File: config.mk
export PLATFORM = sky130hd
export DESIGN_NAME = io_in_responder
export DESIGN_NICKNAME = d
export VERILOG_FILES = /design/src/rtl/io_pkg.sv /design/src/rtl/debounce_botao.sv /design/src/rtl/io_in_responder.sv
export SDC_FILE = /design/constraint.sdc
export NUM_CORES = 1
export LEC_CHECK = 0
export BUFFER_PORTS_ARGS = -buffer_cell sky130_fd_sc_hd__buf_2
export CAP_MARGIN = 30
export CORE_MARGIN = 3
export CORE_UTILIZATION = 35
export DETAILED_ROUTE_END_ITERATION = 10
export GPL_TIMING_DRIVEN = 0
export SLEW_MARGIN = 25
export SYNTH_ARGS = -nofsm -noshare
export SYNTH_HDL_FRONTEND = slang
export SYNTH_SLANG_ARGS = --single-unit
export TNS_END_PERCENT = 1
File: constraint.sdc
create_clock -name clock -period 2.4 [get_ports clock]
set_clock_uncertainty 0.1 [all_clocks]
set_input_delay 0.24 -clock clock [delete_from_list [all_inputs] [get_ports clock]]
set_output_delay 0.24 -clock clock [all_outputs]
set_load 0.005 [all_outputs]
File: src/rtl/io_pkg.sv
// Shared types and constants for the IN-instruction responder.
package io_pkg;
  typedef enum logic [1:0] {OCIOSO, AGUARDA, CAPTURA, SOLTA} estado_t;

  localparam int         DEBOUNCE_CYCLES_DEF = 250000;
  localparam int         DATA_W_DEF          = 32;
  localparam int         SW_W_DEF            = 4;
  localparam logic [3:0] ENTER_CODE          = 4'hF;
  localparam int         MAX_DIGITOS         = 3;
  localparam int         ACC_W               = 10;

  function automatic logic [ACC_W-1:0] acc_digito(input logic [ACC_W-1:0] acc, input logic [3:0] d);
    return ACC_W'(acc * 10) + ACC_W'(d);
  endfunction
endpackage

File: src/rtl/debounce_botao.sv
// Button synchroniser and debouncer; raw is active-low, nivel is the accepted pin level (1 = released).
module debounce_botao
  import io_pkg::*;
#(
  parameter int DEBOUNCE_CYCLES = DEBOUNCE_CYCLES_DEF
) (
  input  logic clock,
  input  logic reset,
  input  logic raw,
  output logic nivel,
  output logic borda_press,
  output logic borda_solta
);
  localparam int CW = (DEBOUNCE_CYCLES > 1) ? $clog2(DEBOUNCE_CYCLES) : 1;

  logic          s1, s2;
  logic [CW-1:0] cnt;

  // cnt measures how long the synchronised pin has disagreed with the accepted level
  always_ff @(posedge clock or negedge reset) begin
    if (!reset) begin
      s1          <= 1'b1;
      s2          <= 1'b1;
      nivel       <= 1'b1;
      cnt         <= '0;
      borda_press <= 1'b0;
      borda_solta <= 1'b0;
    end else begin
      s1          <= raw;
      s2          <= s1;
      borda_press <= 1'b0;
      borda_solta <= 1'b0;
      if (s2 == nivel) begin
        cnt <= '0;
      end else if (cnt == CW'(DEBOUNCE_CYCLES - 1)) begin
        cnt         <= '0;
        nivel       <= s2;
        borda_press <= ~s2;
        borda_solta <= s2;
      end else begin
        cnt <= cnt + 1'b1;
      end
    end
  end
endmodule

File: src/rtl/io_in_responder.sv
// CPU IN-instruction responder: stalls the CPU until a debounced button press, then returns the switches.
// Optional IO_ACUMULA_DIGITOS_EN: multi-digit decimal entry (up to 3 digits, 4'hF enters early).
module io_in_responder
  import io_pkg::*;
#(
  parameter int DEBOUNCE_CYCLES = DEBOUNCE_CYCLES_DEF,
  parameter int DATA_W          = DATA_W_DEF,
  parameter int SW_W            = SW_W_DEF
) (
  input  logic              clock,
  input  logic              reset,
  input  logic              req_in,
  input  logic              botao,
  input  logic [SW_W-1:0]   chaves,
  output logic              stall,
  output logic [DATA_W-1:0] dado_lido,
  output logic              dado_valido,
  output logic              ledin
);
  logic [SW_W-1:0] ch_s1, ch_s;
  logic            nivel, borda_press, borda_solta;
  estado_t         estado;

  always_ff @(posedge clock or negedge reset) begin
    if (!reset) begin
      ch_s1 <= '0;
      ch_s  <= '0;
    end else begin
      ch_s1 <= chaves;
      ch_s  <= ch_s1;
    end
  end

  debounce_botao #(.DEBOUNCE_CYCLES(DEBOUNCE_CYCLES)) u_deb (
    .clock       (clock),
    .reset       (reset),
    .raw         (botao),
    .nivel       (nivel),
    .borda_press (borda_press),
    .borda_solta (borda_solta)
  );

`ifdef IO_ACUMULA_DIGITOS_EN
  logic [ACC_W-1:0] acc;
  logic [1:0]       ndig;
  logic [ACC_W-1:0] acc_novo;
  assign acc_novo = acc_digito(acc, ch_s[3:0]);
`endif

  always_ff @(posedge clock or negedge reset) begin
    if (!reset) begin
      estado      <= OCIOSO;
      dado_lido   <= '0;
      dado_valido <= 1'b0;
`ifdef IO_ACUMULA_DIGITOS_EN
      acc         <= '0;
      ndig        <= '0;
`endif
    end else begin
      dado_valido <= 1'b0;
      case (estado)
        OCIOSO: if (req_in) estado <= AGUARDA;
        AGUARDA: begin
          if (!req_in) begin
            estado <= OCIOSO;
`ifdef IO_ACUMULA_DIGITOS_EN
            acc    <= '0;
            ndig   <= '0;
`endif
          end else if (borda_press) begin
`ifdef IO_ACUMULA_DIGITOS_EN
            if (ch_s == SW_W'(ENTER_CODE)) begin
              estado      <= CAPTURA;
              dado_lido   <= DATA_W'(acc);
              dado_valido <= 1'b1;
              acc         <= '0;
              ndig        <= '0;
            end else if (ch_s <= SW_W'(9)) begin
              if (ndig == 2'(MAX_DIGITOS - 1)) begin
                estado      <= CAPTURA;
                dado_lido   <= DATA_W'(acc_novo);
                dado_valido <= 1'b1;
                acc         <= '0;
                ndig        <= '0;
              end else begin
                acc  <= acc_novo;
                ndig <= ndig + 1'b1;
              end
            end
`else
            estado      <= CAPTURA;
            dado_lido   <= DATA_W'(ch_s);
            dado_valido <= 1'b1;
`endif
          end
        end
        CAPTURA: estado <= SOLTA;
        // the level catches a release whose edge fired while still in CAPTURA
        SOLTA:   if (borda_solta || nivel) estado <= OCIOSO;
        default: estado <= OCIOSO;
      endcase
    end
  end

  // a request arriving in OCIOSO or SOLTA stalls immediately; reset drops it asynchronously
  assign stall = reset && ((estado == AGUARDA) ||
                           (req_in && (estado == OCIOSO || estado == SOLTA)));
  assign ledin = stall;
endmodule

### Word-level counts from Yosys, hierarchy flattened

Index checks and enable logic that the tools add are counted.
Widths: inputs -> output; s select.

* add/sub/neg operators: 1
* eq/ne operators: 8
* multiplexer cells: 14
* bitwise logic cells: 2
* reductions and logical operators: 9

Operator list (number)
* $mux 18: 2
* $add 18x1->18 const B: 1
* $eq 18x18->1 const B: 1
* $mux 2: 4
* $pmux 2 s4: 1
* $mux 1: 7
* $reduce_and 3->1: 2
* $eq 2x2->1 const B: 2
* $ne 2x2->1 const B: 2
* $logic_or 1x1->1: 3
* $ne 3x2->1 const B: 1
* $eq 2x1->1 const B: 1
* $logic_and 1x1->1: 2
* $logic_not 2->1: 1
* $not 1->1: 2
* $reduce_and 2->1: 1
* $eq 1x1->1: 1

* flip-flop bits (word level): 38
* input port bits: 8
* output and inout bits: 35
* logic and storage cells: 45

### Longest topological paths before layout

* word-level depth: 5
* gate-level depth with buffers: 5
* gate-level depth less buffers: 5

### Modules after synthesis

From an unflattened synthesis, not the netlist that was laid out.

* cells, all modules: 171
* area total of the unflattened synthesis: 1881.8 um2

By module, submodules not included
* debounce_botao: instances 1, cells an instance 102, area each 1081.0 um2, sequential area each 579.3 um2
* io_in_responder: instances 1, cells an instance 69, area each 800.8 um2, sequential area each 375.4 um2

### Least setup slack after synthesis

Ideal clock, no wire load.

* path kind: register -> register
* from: register u_deb.cnt[10]
* to: register u_deb.nivel
* setup time: 0.082 ns
* arrival time: 1.769 ns
* data required time: 2.218 ns
* setup slack: 0.449 ns
* cell stages (with the launch flop): 4
* path buffers: 0
* clock period less this slack: 1.951 ns
* cells stage by stage: dfrtp_1 -> or4_4 -> or4_4 -> mux2_4

* cells in the longest elaborated chain, start to end: 2

RTL lines
* start: declaration: line debounce_botao.sv:17 `logic [CW-1:0] cnt;`
* start signal: assignment: line debounce_botao.sv:41 `cnt <= cnt + 1'b1;`
* $eq 18x18->1: line debounce_botao.sv:35 `end else if (cnt == CW'(DEBOUNCE_CYCLES - 1)) begin`
* $reduce_and 2->1 (no source line)
* end signal: assignment: line debounce_botao.sv:24 `nivel <= 1'b1;`
* end signal: assignment: line debounce_botao.sv:37 `nivel <= s2;`
* end: declaration: line debounce_botao.sv:10 `output logic nivel,`

No other way between the ends.
A chain may end at the register's enable or synchronous reset.

### Worst setup path in the final report

* from: register u_deb.cnt[0]
* to: register u_deb.nivel

Same word-level chain as after synthesis.

==> metrics.cfg <==
[route]
drt_iter0_drc=64
postRouteAntennaNets=0
wl_mm=3.03
firstDrtPassIters=4
vias=1244
wl_per_cell_um=10.2
drc=0
routed_via_density=4.20

[yosys]
yosysUniqueCellTypes=31
postSynthAreaPerCell_um2=11.0
yosys_warnings=0
synthesis.area_um2=1860
yosysSeqAreaShare_pct=51.2
syn_inst=170
ys_seq_elements=38

[placed_design]
dp_cells=278
preCtsSetupSlack_ns=0.0813
place_area_um2=2120
gp_congestion=0.807
hpwl_mm=2.09
port_buffers=14

[global_route]
overflow=0
grt_pass1_vias=1156
groute.usage.overall_pct=10.9
grt_pass1_wl_mm=5.29
antenna_found_initial=0
grt_max_degree=40

[die]
fp.dieW_um=79.0
num_rows=25
floorplan.initialDensity_pct=37.7
core_um2=4940
dieArea_um2=6230
ios=43
die_h_um=79.0

[cells_and_area]
drive_gt1_share_pct=29.7
nNetsFinal=242
area_delta_synth_final_pct=26.9
stdcell_count=296
postLayoutCellArea_um2=2360
antennaDiodeCount=0
final_util_pct=47.8

[critical_path]
r2r_slack_ns=0.25
slowest_stage=or4_4
path_cells=ha_1 -> nand4_1 -> or4_4 -> mux2_4
crit_arrival_ns=2.27
crit_fanout=7
timing.rr.start=u_deb.cnt[0]
path_buf_inv=0
reg2regPathDepth=4
rr_endpoint=u_deb.nivel
cpPeakStageDelay_ns=0.69
cp-end-kind=flip-flop
path_delay_family=simple AND/OR/NAND/NOR gates
path_class=reg2reg
cp-start-kind=flip-flop
required_ns=2.52

[pwr]
peakVddDrop_mv=0.416
p_per_area_nw_per_um2=603
leakage_nw=1.18
power_mw=1.43

[cts]
numCtsBuffers=5
ctsLongestPathBuffers=2
tritoncts=done
htree_levels=2
clk_pin_slew_worst_paths_ns=0.08
cts_sinks=38
clk_latency_ns=0.29
ctsResizeCount=0
clockRootBuffer=clkbuf_8

[timing]
setup_viol=0
worst_slack_ns=0.254
max_freq_mhz=466
drv_slew=0
grt_setup_unrepaired=false
min_period_over_period_pct=89.4
finalSetupTns_ns=0
final_hold_viol_count=0
hold_ws_ns=0.111
finalCriticalPeriod_ns=2.15

[hold_path]
hp-start=req_in
hold_path_class=in2reg
min_path_cells=3

[status]
outcome=finished clean

[job]
cap_violations=0

[layer usage]
layer  vias to the layer above  share of wire [%]  track usage, %
li1                        631                  -               -
met1                       576                 44            13.4
met2                        32                 48            17.4
met3                         5                5.7            3.40
met4                         0                1.5            5.15
met5                         -                  0               0
[final cells by class]
class / count / area, um2
fill: 474 / 2580
sequential: 38 / 955
multi-input combinational: 122 / 761
buffer: 30 / 223
timing repair buffer: 24 / 173
tap: 67 / 83.8
clock buffer: 6 / 82.6
clock inverter: 2 / 60.1
inverter: 7 / 26.3
[sequential cells by signal, summed over array words and instances (netlist names), named ones only]
name / cells
ch_s: 4
ch_s1: 4
dado_lido: 4
dado_valido: 1
estado: 1
u_deb.borda_press: 1
u_deb.borda_solta: 1
u_deb.cnt: 18
u_deb.nivel: 1
u_deb.s1: 1
u_deb.s2: 1
[worst max-delay path by stage]
stage	end	cells after the start	slack (ns)	start
6_report	u_deb.nivel	4	0.25	u_deb.cnt[0]
5_1_grt	u_deb.cnt[7]	5	0.11	u_deb.cnt[0]
4_1_cts	u_deb.cnt[13]	5	0.06	u_deb.cnt[0]
3_5_place_dp	u_deb.cnt[10]	5	0.08	u_deb.cnt[0]
3_3_place_gp	u_deb.cnt[9]	5	0.12	u_deb.cnt[0]
2_1_floorplan	u_deb.nivel	3	0.45	u_deb.cnt[10]
[tightest hold or removal path, cell delays in order]
cell and delay (ns):
buf_2 0.12, nand2_1 0.05, mux2i_1 0.05
[kinds of logic after synthesis]
| logic type | Yosys count | share of synthesized area, % |
|---|---|---|
| and+or+nand+nor | 58 | 16.4 |
| xor gates and xnor gates | 15 | 7.05 |
| DFF | 38 | 51.2 |
| muxes | 6 | 3.76 |
| adders and majority gates | 6 | 4.03 |
| buffers and inverters | 37 | 13.4 |
| other | 1 | 0.201 |
| AOI/OAI and AO/OA | 9 | 3.96 |
[layout by cell type (no fill, tap or decap), types with 2 or more instances in the layout]
cell	netlist	routed
nand2_1	7	7
nor2_1	19	19
mux2_2	4	4
nor3b_1	3	3
inv_1	7	7
bufinv_16	0	2
buf_2	1	15
conb_1	1	28
nand3_1	6	6
dfstp_2	3	3
clkbuf_8	0	6
o21ai_0	4	4
a21oi_1	2	2
or4_4	2	2
xor2_1	4	4
nor3_1	3	3
nand4_1	6	6
ha_1	6	6
xnor2_1	11	11
nor4_1	5	5
or3_1	2	2
dlygate4sd3_1	0	6
dfrtp_1	35	35
buf_4	29	32
[timing repair]
item                                    4_1_cts  5_1_grt
buffers inserted                              0        3
hold buffers                                  6        0
hold endpoints to repair                     40        0
endpoints found under the setup margin        0       10
[where the power goes]
group / leakage [nW] / total, mW / internal, mW / switching (mW)
combinational: 0.615 / 0.0985 / 0.0553 / 0.0432
sequential: 0.489 / 0.662 / 0.654 / 0.00761
clock: 0.0714 / 0.666 / 0.443 / 0.223
[cells in the mapped netlist, drive strengths merged]
cell,count,share of area [%]
dfrtp,35,47
buf,30,12
nor2,19,3.8
xnor2,11,5.2
inv,7,1.4
nand2,7,1.4
ha,6,4.0
nand3,6,1.6
nand4,6,2.0
mux2,5,3.2
nor4,5,1.7
o21ai,4,1.1
xor2,4,1.9
dfstp,3,4.2
nor3,3,0.81
nor3b,3,1.2
or4,3,1.6
a21oi,2,0.54
or3,2,0.67
a221oi,1,0.47
and3,1,0.40
and4,1,0.47
conb,1,0.20
mux2i,1,0.54
nand2b,1,0.34
nor2b,1,0.34
o21a,1,0.40
o41ai,1,1.5
Power figures use the tool's default switching activity.
